$ cat config.mk
export PLATFORM = sky130hd
export DESIGN_NAME = instr_fetch_decode_flat
export DESIGN_NICKNAME = d
export VERILOG_FILES = /design/src/rtl/instr_fetch_decode_if.sv /design/src/rtl/instr_fetch_decode.sv /design/src/flat_wrapper.sv
export SDC_FILE = /design/constraint.sdc
export NUM_CORES = 1
export LEC_CHECK = 0
export CAP_MARGIN = 20
export CORE_MARGIN = 8
export CORE_UTILIZATION = 39
export DETAILED_ROUTE_END_ITERATION = 10
export GPL_TIMING_DRIVEN = 0
export PLACE_DENSITY = 0.84
export SLEW_MARGIN = 10
export SYNTH_ARGS = -nofsm -noshare
export SYNTH_HDL_FRONTEND = slang
export SYNTH_SLANG_ARGS = --single-unit
$ cat constraint.sdc
create_clock -name clk -period 2 [get_ports clk]
set_clock_uncertainty 0.1 [all_clocks]
set_input_delay 0.5 -clock clk [delete_from_list [all_inputs] [get_ports clk]]
set_output_delay 0.5 -clock clk [all_outputs]
set_load 0.005 [all_outputs]
$ cat src/rtl/instr_fetch_decode_if.sv
// Fetch/decode bundle: instruction-memory handshake, issue handshake to
// execute, redirect inputs and the decoded instruction fields.
interface instr_fetch_decode_if;
    logic        imem_req;
    logic [31:0] imem_addr;
    logic        imem_ack;
    logic [31:0] imem_rdata;
    logic        issue_valid;
    logic        exec_done;
    logic        pcWriteEnable;
    logic [31:0] pcWriteData;
    logic [6:0]  opcode;
    logic [2:0]  func3;
    logic [6:0]  func7;
    logic [4:0]  regNum0;
    logic [4:0]  regNum1;
    logic [4:0]  regWriteNum;
    logic [31:0] imm;
    logic [31:0] PC;
    logic        illegal;

    // The fetch/decode stage itself.
    modport master (
        output imem_req, imem_addr, issue_valid,
        output opcode, func3, func7, regNum0, regNum1, regWriteNum, imm, PC, illegal,
        input  imem_ack, imem_rdata, exec_done, pcWriteEnable, pcWriteData
    );

    // Memory and execute side.
    modport slave (
        input  imem_req, imem_addr, issue_valid,
        input  opcode, func3, func7, regNum0, regNum1, regWriteNum, imm, PC, illegal,
        output imem_ack, imem_rdata, exec_done, pcWriteEnable, pcWriteData
    );
endinterface

$ cat src/rtl/instr_fetch_decode.sv
// Front end of the single-cycle core: owns the PC, fetches over req/ack,
// decodes the word and hands the fields to execute over valid/done.
//
//   state | meaning
//   ------+-----------------------------------------------------------
//   FETCH | imem_req high with imem_addr = PC, waiting for imem_ack
//   ISSUE | decoded fields presented with issue_valid, waiting exec_done
//   HALT  | illegal word or misaligned redirect seen; only reset exits
//
// All handshake outputs are registered, so imem_req first rises on the edge
// after reset is released and drops on the edge that accepts an ack.
module instr_fetch_decode #(
    parameter logic [31:0] RESET_PC = 32'h0000_0000
) (
    input  logic                  clk,
    input  logic                  reset,
    instr_fetch_decode_if.master  bus
);

    typedef enum logic [1:0] {
        FETCH = 2'd0,
        ISSUE = 2'd1,
        HALT  = 2'd2
    } state_t;

    state_t      state_q, state_d;
    logic [31:0] pc_q, pc_d;
    logic        req_q;
    logic        valid_q;
    logic        illegal_q;
    logic [6:0]  opcode_q;
    logic [2:0]  func3_q;
    logic [6:0]  func7_q;
    logic [4:0]  rs1_q;
    logic [4:0]  rs2_q;
    logic [4:0]  rd_q;
    logic [31:0] imm_q;

    logic        fetch_accept;
    logic        set_illegal;
    logic        dec_legal;
    logic [31:0] dec_imm;
    logic [31:0] next_pc;
    logic [31:0] instr;

    assign instr = bus.imem_rdata;

    // Opcode legality and immediate formation from the word on imem_rdata.
    always_comb begin
        dec_legal = 1'b0;
        dec_imm   = '0;
        if (instr[1:0] == 2'b11) begin
            case (instr[6:0])
                7'b0110011: begin
                    dec_legal = 1'b1;
                    dec_imm   = '0;
                end
                7'b0010011, 7'b0000011, 7'b1100111: begin
                    dec_legal = 1'b1;
                    dec_imm   = {{20{instr[31]}}, instr[31:20]};
                end
                7'b0100011: begin
                    dec_legal = 1'b1;
                    dec_imm   = {{20{instr[31]}}, instr[31:25], instr[11:7]};
                end
                7'b1100011: begin
                    dec_legal = 1'b1;
                    dec_imm   = {{19{instr[31]}}, instr[31], instr[7],
                                 instr[30:25], instr[11:8], 1'b0};
                end
                7'b1101111: begin
                    dec_legal = 1'b1;
                    dec_imm   = {{11{instr[31]}}, instr[31], instr[19:12],
                                 instr[20], instr[30:21], 1'b0};
                end
                7'b0110111, 7'b0010111: begin
                    dec_legal = 1'b1;
                    dec_imm   = {instr[31:12], 12'b0};
                end
                default: begin
                    dec_legal = 1'b0;
                    dec_imm   = '0;
                end
            endcase
        end
    end

    // Candidate PC after execute: redirect target with bit 0 cleared, else PC+4.
    always_comb begin
        next_pc = bus.pcWriteEnable ? (bus.pcWriteData & 32'hFFFF_FFFE)
                                    : pc_q + 32'd4;
    end

    // FSM state register.
    always_ff @(posedge clk) begin
        if (reset) begin
            state_q <= FETCH;
        end else begin
            state_q <= state_d;
        end
    end

    // FSM next state, PC update and fault detection.
    always_comb begin
        state_d      = state_q;
        pc_d         = pc_q;
        fetch_accept = 1'b0;
        set_illegal  = 1'b0;
        case (state_q)
            FETCH: begin
                // req_q is low for one cycle after reset, so an ack then is ignored.
                if (req_q && bus.imem_ack) begin
                    if (dec_legal) begin
                        fetch_accept = 1'b1;
                        state_d      = ISSUE;
                    end else begin
                        set_illegal  = 1'b1;
                        state_d      = HALT;
                    end
                end
            end
            ISSUE: begin
                if (valid_q && bus.exec_done) begin
                    // Bit 1 of the target can only be set by a redirect.
                    if (next_pc[1]) begin
                        set_illegal = 1'b1;
                        state_d     = HALT;
                    end else begin
                        pc_d        = next_pc;
                        state_d     = FETCH;
                    end
                end
            end
            HALT: begin
                state_d = HALT;
            end
            default: begin
                set_illegal = 1'b1;
                state_d     = HALT;
            end
        endcase
    end

    // Registered handshake outputs, PC, sticky fault and decoded fields.
    always_ff @(posedge clk) begin
        if (reset) begin
            pc_q      <= RESET_PC;
            req_q     <= 1'b0;
            valid_q   <= 1'b0;
            illegal_q <= 1'b0;
            opcode_q  <= '0;
            func3_q   <= '0;
            func7_q   <= '0;
            rs1_q     <= '0;
            rs2_q     <= '0;
            rd_q      <= '0;
            imm_q     <= '0;
        end else begin
            pc_q      <= pc_d;
            req_q     <= (state_d == FETCH);
            valid_q   <= (state_d == ISSUE);
            illegal_q <= illegal_q | set_illegal;
            if (fetch_accept) begin
                opcode_q <= instr[6:0];
                func3_q  <= instr[14:12];
                func7_q  <= instr[31:25];
                rs1_q    <= instr[19:15];
                rs2_q    <= instr[24:20];
                rd_q     <= instr[11:7];
                imm_q    <= dec_imm;
            end
        end
    end

    assign bus.imem_req    = req_q;
    assign bus.imem_addr   = pc_q;
    assign bus.issue_valid = valid_q;
    assign bus.illegal     = illegal_q;
    assign bus.PC          = pc_q;
    assign bus.opcode      = opcode_q;
    assign bus.func3       = func3_q;
    assign bus.func7       = func7_q;
    assign bus.regNum0     = rs1_q;
    assign bus.regNum1     = rs2_q;
    assign bus.regWriteNum = rd_q;
    assign bus.imm         = imm_q;

endmodule

$ cat src/flat_wrapper.sv
// flat-port wrapper written by rule: the top's interface ports become plain ports
module instr_fetch_decode_flat 
#(
    parameter logic [31:0] RESET_PC = 32'h0000_0000
)
  (clk, reset, bus_imem_req, bus_imem_addr, bus_issue_valid, bus_opcode, bus_func3, bus_func7, bus_regNum0, bus_regNum1, bus_regWriteNum, bus_imm, bus_PC, bus_illegal, bus_imem_ack, bus_imem_rdata, bus_exec_done, bus_pcWriteEnable, bus_pcWriteData);
  instr_fetch_decode_if bus_i ();
  input  logic clk;
  input  logic reset;
  output wire logic [$bits(bus_i.imem_req)-1:0] bus_imem_req;
  output wire logic [$bits(bus_i.imem_addr)-1:0] bus_imem_addr;
  output wire logic [$bits(bus_i.issue_valid)-1:0] bus_issue_valid;
  output wire logic [$bits(bus_i.opcode)-1:0] bus_opcode;
  output wire logic [$bits(bus_i.func3)-1:0] bus_func3;
  output wire logic [$bits(bus_i.func7)-1:0] bus_func7;
  output wire logic [$bits(bus_i.regNum0)-1:0] bus_regNum0;
  output wire logic [$bits(bus_i.regNum1)-1:0] bus_regNum1;
  output wire logic [$bits(bus_i.regWriteNum)-1:0] bus_regWriteNum;
  output wire logic [$bits(bus_i.imm)-1:0] bus_imm;
  output wire logic [$bits(bus_i.PC)-1:0] bus_PC;
  output wire logic [$bits(bus_i.illegal)-1:0] bus_illegal;
  input wire logic [$bits(bus_i.imem_ack)-1:0] bus_imem_ack;
  input wire logic [$bits(bus_i.imem_rdata)-1:0] bus_imem_rdata;
  input wire logic [$bits(bus_i.exec_done)-1:0] bus_exec_done;
  input wire logic [$bits(bus_i.pcWriteEnable)-1:0] bus_pcWriteEnable;
  input wire logic [$bits(bus_i.pcWriteData)-1:0] bus_pcWriteData;
  assign bus_imem_req = bus_i.imem_req;
  assign bus_imem_addr = bus_i.imem_addr;
  assign bus_issue_valid = bus_i.issue_valid;
  assign bus_opcode = bus_i.opcode;
  assign bus_func3 = bus_i.func3;
  assign bus_func7 = bus_i.func7;
  assign bus_regNum0 = bus_i.regNum0;
  assign bus_regNum1 = bus_i.regNum1;
  assign bus_regWriteNum = bus_i.regWriteNum;
  assign bus_imm = bus_i.imm;
  assign bus_PC = bus_i.PC;
  assign bus_illegal = bus_i.illegal;
  assign bus_i.imem_ack = bus_imem_ack;
  assign bus_i.imem_rdata = bus_imem_rdata;
  assign bus_i.exec_done = bus_exec_done;
  assign bus_i.pcWriteEnable = bus_pcWriteEnable;
  assign bus_i.pcWriteData = bus_pcWriteData;
  instr_fetch_decode #(.RESET_PC(RESET_PC)) u_core (.clk(clk), .reset(reset), .bus(bus_i));
endmodule
## Word-level counts from Yosys, hierarchy flattened

Index checks and enable logic that the tools add are counted.

| word-level totals | value |
|---|---|
| register bits after elaboration | 100 |
| input bits | 69 |
| output and inout port bits | 131 |
| logic and storage cells | 54 |

| operators by class | value |
|---|---|
| add/subtract/negate cells | 1 |
| equal/unequal tests | 13 |
| mux-type cells | 18 |
| bitwise gates (word level) | 2 |
| reductions and logical operators | 8 |

Operators by type and width:

| cell | count |
|---|---|
| $pmux 32 s5 | 1 |
| $mux 32 | 2 |
| $add 32x3->32 const B | 1 |
| $eq 7x6->1 const B | 3 |
| $eq 7x7->1 const B | 3 |
| $eq 7x5->1 const B | 2 |
| $mux 1 | 9 |
| $reduce_or 9->1 | 1 |
| $mux 2 | 4 |
| $eq 7x2->1 const B | 1 |
| $eq 2x1->1 const B | 2 |
| $eq 2x2->1 const B | 2 |
| $logic_not 2->1 | 2 |
| $pmux 2 s2 | 1 |
| $pmux 1 s3 | 1 |
| $reduce_and 3->1 | 1 |
| $reduce_or 3->1 | 1 |
| $logic_and 1x1->1 | 2 |
| $reduce_or 2->1 | 1 |
| $not 1->1 | 1 |
| $or 1x1->1 | 1 |

## Longest topological paths before layout

Gate-level depths: netlist (run 1).

| logic depth | value |
|---|---|
| word-level depth | 8 |
| depth in mapped cells | 8 |
| depth with buffers taken out | 6 |

## Least setup slack after synthesis (run 1)

No wires, ideal clock.

| timing | value |
|---|---|
| path type | input-to-reg |
| from | input port bus_imem_rdata[2] |
| to | register u_core.imm_q[21], in the netlist u_core.bus.imm[21] |
| library setup time | 70 ps |
| arrival | 1881 ps |
| required time | 1830 ps |
| setup slack | -51 ps |
| stages on the path | 7 |
| buffers on the path | 2 |
| cells stage by stage | buf_4 > or4_4 > a21oi_1 > o21a_1 > buf_4 > a21oi_1 > o2bb2ai_1 |

| between the ends | value |
|---|---|
| cells in the longest elaborated chain, start to end | 7 |
| elaborated cells between the ends (all ways) | 19 |
| those cells by class | eq/ne (9); mux (7); reduce/logical (3) |

Ends and longest elaborated chain:

| item | line | RTL |
|---|---|---|
| start: declaration | flat_wrapper.sv:23 | `input wire logic [$bits(bus_i.imem_rdata)-1:0] bus_imem_rdata;` |
| $eq 7x6->1 (tied with other cells) | instr_fetch_decode.sv:53 | `case (instr[6:0])` |
| $reduce_or 9->1 (no source line) | - |  |
| $mux 1 | instr_fetch_decode.sv:53 |  |
| $mux 1 | instr_fetch_decode.sv:52 | `if (instr[1:0] == 2'b11) begin` |
| $mux 1 | instr_fetch_decode.sv:113 | `if (dec_legal) begin` |
| $mux 1 | instr_fetch_decode.sv:112 | `if (req_q && bus.imem_ack) begin` |
| $mux 1 | instr_fetch_decode.sv:109 | `case (state_q)` |
| end signal: assignment | instr_fetch_decode.sv:170 | `imm_q <= dec_imm;` |
| end: declaration | instr_fetch_decode.sv:37 | `logic [31:0] imm_q;` |

Several ways; a longest one is shown, not always the timed one.
A chain may end at the register's enable or synchronous reset.

## Final worst setup path (run 1)

| timing | value |
|---|---|
| from | input port bus_exec_done |
| to | register u_core.pc_q[18], in the netlist u_core.bus.PC[18] |

| between the ends | value |
|---|---|
| cells in the longest elaborated chain, start to end | 2 |

Ends and longest elaborated chain:

| item | line | RTL |
|---|---|---|
| start: declaration | flat_wrapper.sv:24 | `input wire logic [$bits(bus_i.exec_done)-1:0] bus_exec_done;` |
| $logic_and 1x1->1 | instr_fetch_decode.sv:123 | `if (valid_q && bus.exec_done) begin` |
| $reduce_and 3->1 (no source line) | - |  |
| end signal: assignment | instr_fetch_decode.sv:159 | `pc_q <= pc_d;` |
| end: declaration | instr_fetch_decode.sv:27 | `logic [31:0] pc_q, pc_d;` |

Every way passes these cells.

==> flow_summary.yaml, run 1 <==
cells_and_area:
  fin_nets: 886
  syn_to_final_growth_pct: 60.6
  n_fill_cell: 1038
  drive_gt1_frac: 0.205
clock_tree:
  cts.reportedPaths.clkPinSlew_ns: 0.07
  cts_hold_buf: 0
  cts.path.max_buffers: 2
  root_buffer: "clkbuf_16"
  clk_latency_ns: 0.35
  clock_sinks: 99
  cts_max_level: 3
  cts_buffers: 9
  cts_tree: "built"
floorplanning:
  die_w_um: 129
  fp-row-count: 41
  io_pins: 200
  initial_core_util: 0.395
  die_height_um: 129
  dieArea_um2: 16500
  fp.coreArea_um2: 12500
drt:
  post-route-drc-count: 1
  dr.pass1.iters: 9
  dr.first_iter.drc_count: 724
  via_per_inst: 5.64
  ant_nets: 0
  routedWlPerCell_um: 19.3
  vias: 5614
  wirelength_um: 19200
sta:
  worst_pin_slew_ns: 0.662
  fmax_mhz: 504
  hold_slack_ns: 0.367
  slew_headroom: 0.559
  period_share: 0.992
  fin_ws_ns: 0.0153
  finalCriticalPeriod_ns: 1.98
  drv_slew: 0
  hold_viol: 0
  finalSetupViolations: 0
yosys:
  synthDistinctLibCells: 51
  synth_top_cell_by_area: "dfxtp_1"
  avgSynthCellArea_um2: 8.45
  synth-main-ff-cell: "dfxtp_1"
  synthTopCellsByArea: "dfxtp_1, mux2i_1, buf_4"
  netlist_area_um2: 4940
  seq_area_frac_synth: 0.401
  ys.warnings.count: 0
  synth.ff_latch_count: 99
  synth_top_area_frac: 0.401
  async_reset_ff_frac: 0
  synth_edf_count: 0
  postSynthCellCount: 585
setup_path:
  slowest_stage: "or4_1"
  cp-start-kind: "primary input"
  endpoint_kind: "flip-flop"
  reg2reg_to: "u_core.bus.PC[22]$_SDFFE_PP0P_"
  r2r-start: "u_core.bus.PC[2]$_SDFFE_PP0P_"
  cp.required_ns: 2.11
  max_stage_delay_ns: 0.53
  reg2reg_depth: 6
  startpoint: "bus_exec_done"
  critPathMaxFanout: 5
  crit_type: "in2reg"
  reg2reg_slack_ns: 0.03
  endpoint: "u_core.bus.PC[18]$_SDFFE_PP0P_"
  cp_cell_sequence: "clkdlybuf4s50_1, and4b_2, nand2_2, or4_1, nand3_1, a21oi_1"
  cp_data_arrival_time_ns: 2.10
pwr:
  fin_total_pwr_mw: 4.09
  vdd_ir_drop_max_mv: 0.451
  p_clk_frac: 0.408
  swShare: 0.258
  p_sw_mw: 1.05
  p_seq_frac: 0.482
  leakage_nw: 2.79
  intPower_mw: 3.04
  power_density_nw_per_um2: 515
  power_frac_comb: 0.109
place:
  dp_hpwl_um: 13400
  globalplace.congestion: 0.903
  pre_cts_slack_ns: -0.967
  port_buffers: 190
outcome:
  violations: "design-rule violations"
  outcome: "finished, violations left"
global_route:
  overflow: 0
  grt_use_total: 0.216
  grt_pass1_wl_um: 28200
  grt_pass1_vias: 5246
  grt_max_degree: 18
  antenna_found_initial: 2
hold_path:
  hold_path.class: "reg2reg"
flow_run:
  maxCapViolCount: 0
-- cell families after synthesis --
logic type               count (synthesis)  synth area share
AND/OR/NAND/NOR                        201             0.201
AO/OA/AOI/OAI                          163             0.223
flip-flops                              99             0.401
buffers and inverters                   82            0.0950
multiplexers                            38            0.0772
adder cells (fa/ha/maj)                  1           0.00253
other                                    1          0.000759
-- power groups by stage --
stage                     sequential (mW)  combinational (mW)  clock [mW]
final                                1.97               0.447        1.67
after global routing                 1.97               0.477        1.76
after CTS                            1.99               0.417        1.69
after detailed placement             2.04               0.395           0
after global placement               2.04               0.391           0
after floorplan                      2.04               0.159           0
-- cells in the mapped netlist (all sizes together), types with 4 or more instances --
library cell / number
and4: 7
nand3: 21
o21a: 4
a211oi: 7
nand4: 10
nand4b: 4
o21ai: 19
o2bb2ai: 27
inv: 7
or4: 4
a21oi: 49
a22o: 6
dfxtp: 99
and3: 10
o311ai: 4
mux2i: 37
nand2: 51
o31ai: 8
buf: 49
nor3: 18
nand2b: 4
nor2: 57
clkbuf: 24
a31oi: 15
a22oi: 5
-- registers in the layout, summed over array words and instances (netlist names), 3 cells and up --
| signal | count |
|---|---|
| u_core.bus.PC | 30 |
| u_core.bus.func3 | 3 |
| u_core.bus.func7 | 7 |
| u_core.bus.imm | 32 |
| u_core.bus.opcode | 7 |
| u_core.bus.regNum0 | 5 |
| u_core.bus.regNum1 | 5 |
| u_core.bus.regWriteNum | 5 |
-- cells in the final DEF, fill, tap and decap left out, types with 4 or more instances in the layout --
cell type,count
dfxtp_4,18
nor2_1,53
conb_1,4
clkbuf_1,9
nand2b_1,4
dfxtp_2,11
a21oi_1,44
o21ai_0,18
clkinvlp_4,6
buf_4,64
a22oi_1,5
clkbuf_2,9
buf_2,5
nand2_1,48
and4_1,6
dfxtp_1,70
a31oi_1,15
a22o_1,6
nand4_1,10
clkdlybuf4s50_1,186
nand4b_1,4
nor3_1,16
a211oi_1,7
inv_1,7
buf_6,6
nand3_1,21
o31ai_1,8
o2bb2ai_1,26
mux2i_1,35
and3_1,9
clkbuf_16,10
-- cell type report --
type	count	area (um^2)	area share
multi-input cells	407	2670	0.336
repair buffers	219	2130	0.269
flip-flops and latches	99	2060	0.260
plain buffers	71	528	0.0665
clock buffers	9	225	0.0284
well taps	172	215	0.0271
clock inverters	7	52.6	0.00662
inverters	9	41.3	0.00520
diodes	2	5.00	0.000631
-- repair_timing --
action                     CTS  global route
setup buffers               15            11
resized for setup           81            59
cloned                       1             2
pin swaps                    9             8
setup endpoints to repair  133           100
-- worst min path at each step --
stage / start / to / slack (ns) / cells past startpoint
3_5_place_dp: u_core.bus.imm[22]$_SDFFE_PP0P_ / u_core.bus.imm[22]$_SDFFE_PP0P_ / 0.35 / 1
3_3_place_gp: u_core.bus.imm[11]$_SDFFE_PP0P_ / u_core.bus.imm[11]$_SDFFE_PP0P_ / 0.35 / 1
6_report: u_core.bus.imm[22]$_SDFFE_PP0P_ / u_core.bus.imm[22]$_SDFFE_PP0P_ / 0.37 / 1
4_1_cts: bus_imem_rdata[2] / u_core.bus.opcode[2]$_SDFFE_PP0P_ / 0.36 / 3
2_1_floorplan: u_core.bus.imm[0]$_SDFFE_PP0P_ / u_core.bus.imm[0]$_SDFFE_PP0P_ / 0.36 / 1
5_1_grt: u_core.bus.imm[27]$_SDFFE_PP0P_ / u_core.bus.imm[27]$_SDFFE_PP0P_ / 0.38 / 1
-- per-layer routing --
metal	share of wire	up-vias	routed length, um	global-route usage
li1	-	2595	-	-
met1	0.37	2581	7110	0.246
met2	0.46	386	8850	0.346
met3	0.14	52	2710	0.0939
met4	0.026	0	503	0.0968
met5	0	-	0	0
-- metrics by stage --
step | cells | util | cell area, um^2 | setup TNS (ns)
after floorplan | 588 | - | 4960 | 0
after global placement | 950 | 0.565 | 7070 | -66.23
after detailed placement | 950 | 0.565 | 7070 | -70.61
after CTS | 980 | 0.611 | 7640 | 0
after global routing | 995 | 0.634 | 7940 | -0.114
final | 995 | 0.634 | 7940 | 0
-- worst max-delay path: cells and delay by family --
family | cells | cell delay (ns)
simple gates | 4 | 1.02
buf+inv | 1 | 0.51
compound gates | 1 | 0.06
Power figures use the tool's default switching activity.
==> run 2, diff against run 1 <==
CORE_UTILIZATION = 41   (was 39)
CTS_BUF_LIST = sky130_fd_sc_hd__clkbuf_8   (was default)
PLACE_DENSITY = default   (was 0.84)
PLACE_DENSITY_LB_ADDON = 0.3   (was default)
==> flow_summary.yaml, run 2 (same netlist as run 1, synthesis figures left out) <==
outcome:
  outcome: "complete, no violations"
place:
  globalplace.congestion: 0.914
  dp.cells: 925
  port_buffers: 190
  dp_hpwl_um: 13900
cells_and_area:
  layoutNonFillerInstCount: 981
  post-route-util: 0.660
  drive_gt1_frac: 0.215
  n_antenna_cell: 0
  mostFrequentLayoutCells: "clkdlybuf4s50_1, buf_4, dfxtp_1"
  syn_to_final_growth_pct: 59.1
  fin_nets: 899
  largest_reg_flops: 32
  final_common_cell: "clkdlybuf4s50_1"
  n_fill_cell: 974
sta:
  slew_headroom: 0.562
  fmax_mhz: 505
  drv_slew: 0
  worst_pin_slew_ns: 0.657
  finalCriticalPeriod_ns: 1.98
  period_share: 0.990
  finalSetupViolations: 0
  hold_viol: 0
  hold_slack_ns: 0.352
setup_path:
  crit_type: "reg2out"
  reg2reg_to: "u_core.bus.PC[24]$_SDFFE_PP0P_"
  cp.required_ns: 1.40
  reg2reg_depth: 6
  cp_data_arrival_time_ns: 1.38
  endpoint_kind: "output pin"
  reg2reg_slack_ns: 0.03
  critPathMaxFanout: 6
  cp-start-kind: "flip-flop"
  r2r-start: "u_core.bus.PC[2]$_SDFFE_PP0P_"
hold_path:
  hold_path.class: "in2reg"
  min_path_cells: 3
  holdPathEnd: "u_core.bus.opcode[2]$_SDFFE_PP0P_"
  worstHoldStart: "bus_imem_rdata[2]"
pwr:
  leakage_nw: 2.92
  vdd_ir_drop_max_mv: 0.424
  power_frac_comb: 0.121
  p_clk_frac: 0.345
  power_density_nw_per_um2: 467
  p_seq_frac: 0.534
  swShare: 0.279
  intPower_mw: 2.65
  p_sw_mw: 1.02
  fin_total_pwr_mw: 3.67
clock_tree:
  cts_buffers: 9
  cts_max_level: 3
  root_buffer: "clkbuf_8"
  clock_sinks: 99
  clk_latency_ns: 0.39
  cts.path.max_buffers: 2
  cts.reportedPaths.clkPinSlew_ns: 0.10
  cts_tree: "built"
global_route:
  antenna_found_initial: 1
  grt_pass1_vias: 5576
  overflow: 0
  grt_max_degree: 19
  grt_use_total: 0.232
  grt_pass1_wl_um: 30000
floorplanning:
  io_pins: 200
  die_height_um: 126
  fp-row-count: 40
  die_w_um: 126
  fp.coreArea_um2: 11900
  dieArea_um2: 15800
  initial_core_util: 0.415
drt:
  routedWlPerCell_um: 20.0
  ant_nets: 0
  via_per_inst: 5.80
  dr.pass1.iters: 5
  wirelength_um: 19600
  vias: 5685
  post-route-drc-count: 0
  dr.first_iter.drc_count: 631
flow_run:
  maxCapViolCount: 0
## run 2: worst max-delay path by stage
stage,from,end,slack (ns)
2_1_floorplan,bus_imem_rdata[6],u_core.bus.func3[0]$_SDFFE_PP0P_,0.007
3_3_place_gp,bus_exec_done,u_core.bus.PC[7]$_SDFFE_PP0P_,-0.93
3_5_place_dp,bus_exec_done,u_core.bus.PC[7]$_SDFFE_PP0P_,-0.93
4_1_cts,bus_imem_rdata[6],u_core.bus.regNum1[2]$_SDFFE_PP0P_,0.0008
5_1_grt,u_core.bus.PC[2]$_SDFFE_PP0P_,u_core.bus.PC[22]$_SDFFE_PP0P_,-0.02
6_report,u_core.bus.PC[3]$_SDFFE_PP0P_,bus_imem_addr[3],0.02
## run 2: cell type report
class                      count  area (um^2)  share of cell area
sequential                    99         2090               0.265
clock inverter                 7         58.8             0.00748
tap                          147          184              0.0234
inverter                       9         35.0             0.00446
buffer                        71          510              0.0649
multi-input combinational    407         2630               0.335
clock buffer                   9          124              0.0158
timing repair buffer         232         2230               0.284
## run 2: timing repair
item,4_1_cts,5_1_grt
endpoints found under the setup margin,145,102
cloned,1,1
endpoints found under the hold margin,0,0
setup buffers,20,20
resized for setup,100,41
hold buffers,0,0
pin swaps,5,5
## run 2: per-stage QoR
step | TNS, ns | area, um^2 | setup slack [ns]
after floorplan | 0 | 4960 | 0.00728
after global placement | -67.73 | 7040 | -0.934
after detailed placement | -69.61 | 7040 | -0.925
after CTS | 0 | 7590 | 0.000780
after global routing | -0.0303 | 7860 | -0.0199
final | 0 | 7860 | 0.0193
## run 2: critical path, cell delays in order, from the launching register on
cell and delay, ns:
dfxtp_4 0.40, buf_4 0.11, clkdlybuf4s50_1 0.49
## run 2: layer usage
| layer | share of wire | wire, um | vias up | GRT usage |
|---|---|---|---|---|
| li1 | - | - | 2602 | - |
| met1 | 0.38 | 7460 | 2669 | 0.258 |
| met2 | 0.47 | 9290 | 352 | 0.393 |
| met3 | 0.11 | 2190 | 60 | 0.0819 |
| met4 | 0.032 | 625 | 2 | 0.100 |
| met5 | 0.00046 | 9 | - | 0 |
## run 2: power groups by stage
| stage | logic, mW | registers, mW | clock network, mW |
|---|---|---|---|
| 2_1_floorplan | 0.159 | 2.04 | 0 |
| 3_3_place_gp | 0.391 | 2.04 | 0 |
| 3_5_place_dp | 0.397 | 2.04 | 0 |
| 4_1_cts | 0.420 | 1.97 | 1.28 |
| 5_1_grt | 0.473 | 1.96 | 1.35 |
| 6_report | 0.445 | 1.96 | 1.27 |
==> run 3, diff against run 2 <==
SKIP_LAST_GASP = 1   (was default)
clock period = 1.74 ns   (was 2 ns; I/O delays follow)
==> flow_summary.yaml, run 3 (same netlist as run 1, synthesis figures left out) <==
setup_path:
  endpoint: "u_core.bus.PC[24]$_SDFFE_PP0P_"
  cp-start-kind: "flip-flop"
  reg2reg_to: "u_core.bus.PC[24]$_SDFFE_PP0P_"
  crit_type: "reg2reg"
  cp_data_arrival_time_ns: 2.10
  cp.required_ns: 1.93
  r2r-start: "u_core.bus.PC[8]$_SDFFE_PP0P_"
  critPathMaxFanout: 4
  endpoint_kind: "flip-flop"
  startpoint: "u_core.bus.PC[8]$_SDFFE_PP0P_"
  reg2reg_depth: 7
  reg2reg_slack_ns: -0.17
global_route:
  overflow: 0
  grt_use_total: 0.256
  grt_max_degree: 18
  grt_pass1_vias: 6053
  antenna_found_initial: 0
  grt_pass1_wl_um: 32800
sta:
  drv_slew: 0
  hold_viol: 0
  period_share: 1.10
  hold_slack_ns: 0.241
  rsz0062_at_grt: "true"
  fmax_mhz: 523
  worst_pin_slew_ns: 0.831
  slew_headroom: 0.446
  finalCriticalPeriod_ns: 1.91
  finalSetupViolations: 30
  fin_ws_ns: -0.170
  fin_tns_setup_ns: -1.75
place:
  globalplace.congestion: 0.929
  port_buffers: 190
  dp_hpwl_um: 14000
drt:
  vias: 6315
  wirelength_um: 22800
  post-route-drc-count: 0
  ant_nets: 0
  dr.first_iter.drc_count: 901
  routedWlPerCell_um: 22.0
  via_per_inst: 6.08
  dr.pass1.iters: 6
cells_and_area:
  n_antenna_cell: 0
  final_common_cell: "dlygate4sd2_1"
  fin_nets: 956
  mostFrequentLayoutCells: "dlygate4sd2_1, buf_4, clkdlybuf4s50_1"
  syn_to_final_growth_pct: 78.6
  largest_reg_flops: 32
  drive_gt1_frac: 0.373
clock_tree:
  clock_sinks: 99
  cts_max_level: 3
  clk_latency_ns: 0.37
  cts.path.max_buffers: 2
  cts_hold_buf: 0
  cts_buffers: 9
  cts.reportedPaths.clkPinSlew_ns: 0.10
  cts_tree: "built"
  root_buffer: "clkbuf_8"
floorplanning:
  dieArea_um2: 15800
  die_w_um: 126
  io_pins: 200
  initial_core_util: 0.415
  fp.coreArea_um2: 11900
  die_height_um: 126
  fp-row-count: 40
pwr:
  vdd_ir_drop_max_mv: 0.392
  leakage_nw: 4.04
  power_density_nw_per_um2: 482
outcome:
  violations: "negative setup slack"
  outcome: "finished, violations left"
flow_run:
  maxCapViolCount: 0
hold_path:
  hold_path.class: "in2reg"
-- run 3: changes by cell type in the layout (fill, tap and decap cells not counted), sizes merged, moves of 2 or more --
cell / before / now
dlygate4sd2: 4 / 127
buf: 92 / 154
dlymetal6s2s: 8 / 1
clkdlybuf4s15: 0 / 2
clkdlybuf4s50: 178 / 57
clkinvlp: 3 / 1
-- run 3: stage by stage --
stage	setup slack (ns)	instances	utilization	total power [mW]	instance area, um^2
floorplan	-0.0758	588	-	2.54	5110
global placement	-0.971	925	0.604	2.81	7200
detailed placement	-0.968	925	0.604	2.82	7200
CTS	-0.123	1023	0.710	4.24	8450
global route	-0.254	1038	0.741	4.39	8820
finish	-0.170	1038	0.741	4.26	8820
-- run 3: how the worst min path moves through the flow --
stage,startpoint,to,slack [ns],depth (start not counted)
2_1_floorplan,u_core.bus.imm[0]$_SDFFE_PP0P_,u_core.bus.imm[0]$_SDFFE_PP0P_,0.36,1
3_3_place_gp,u_core.bus.imm[3]$_SDFFE_PP0P_,u_core.bus.imm[3]$_SDFFE_PP0P_,0.34,1
3_5_place_dp,u_core.bus.imm[3]$_SDFFE_PP0P_,u_core.bus.imm[3]$_SDFFE_PP0P_,0.35,1
4_1_cts,bus_imem_rdata[2],u_core.bus.opcode[2]$_SDFFE_PP0P_,0.22,3
5_1_grt,bus_imem_rdata[2],u_core.bus.opcode[2]$_SDFFE_PP0P_,0.28,3
6_report,bus_imem_rdata[2],u_core.bus.opcode[2]$_SDFFE_PP0P_,0.24,3
-- run 3: power by group --
| part | internal [mW] | leakage (nW) | switching [mW] |
|---|---|---|---|
| clock | 0.573 | 0.0974 | 0.862 |
| combinational | 0.275 | 3.11 | 0.291 |
| sequential | 2.24 | 0.833 | 0.0124 |
| total | 3.09 | 4.04 | 1.17 |
-- run 3: area by class of cell --
| class | count | area [um^2] |
|---|---|---|
| well taps | 147 | 184 |
| flip-flops and latches | 99 | 2120 |
| clock buffers | 10 | 138 |
| clock inverters | 6 | 45.0 |
| inverters | 9 | 38.8 |
| fillers | 837 | 3090 |
| repair buffers | 292 | 2630 |
| multi-input cells | 407 | 3080 |
| plain buffers | 68 | 593 |
-- run 3: routing by layer --
| metal | share of wire | track usage | up-vias |
|---|---|---|---|
| li1 | - | - | 2728 |
| met1 | 0.37 | 0.293 | 2997 |
| met2 | 0.48 | 0.428 | 482 |
| met3 | 0.12 | 0.0844 | 108 |
| met4 | 0.040 | 0.111 | 0 |
| met5 | 0 | 0 | - |
-- run 3: critical path, stage by stage (launching register included) --
cell and delay (ns):
dfxtp_4 0.38, and4_1 0.20, buf_6 0.11, and4_1 0.20
buf_6 0.11, nand4_1 0.14, or4_1 0.44, a31oi_1 0.15
-- run 3: timing repair --
item | 4_1_cts | 5_1_grt
setup endpoints to repair | 223 | 96
buffers inserted | 77 | 29
pin swaps | 35 | 34
gates cloned | 7 | 0
resized for setup | 305 | 91
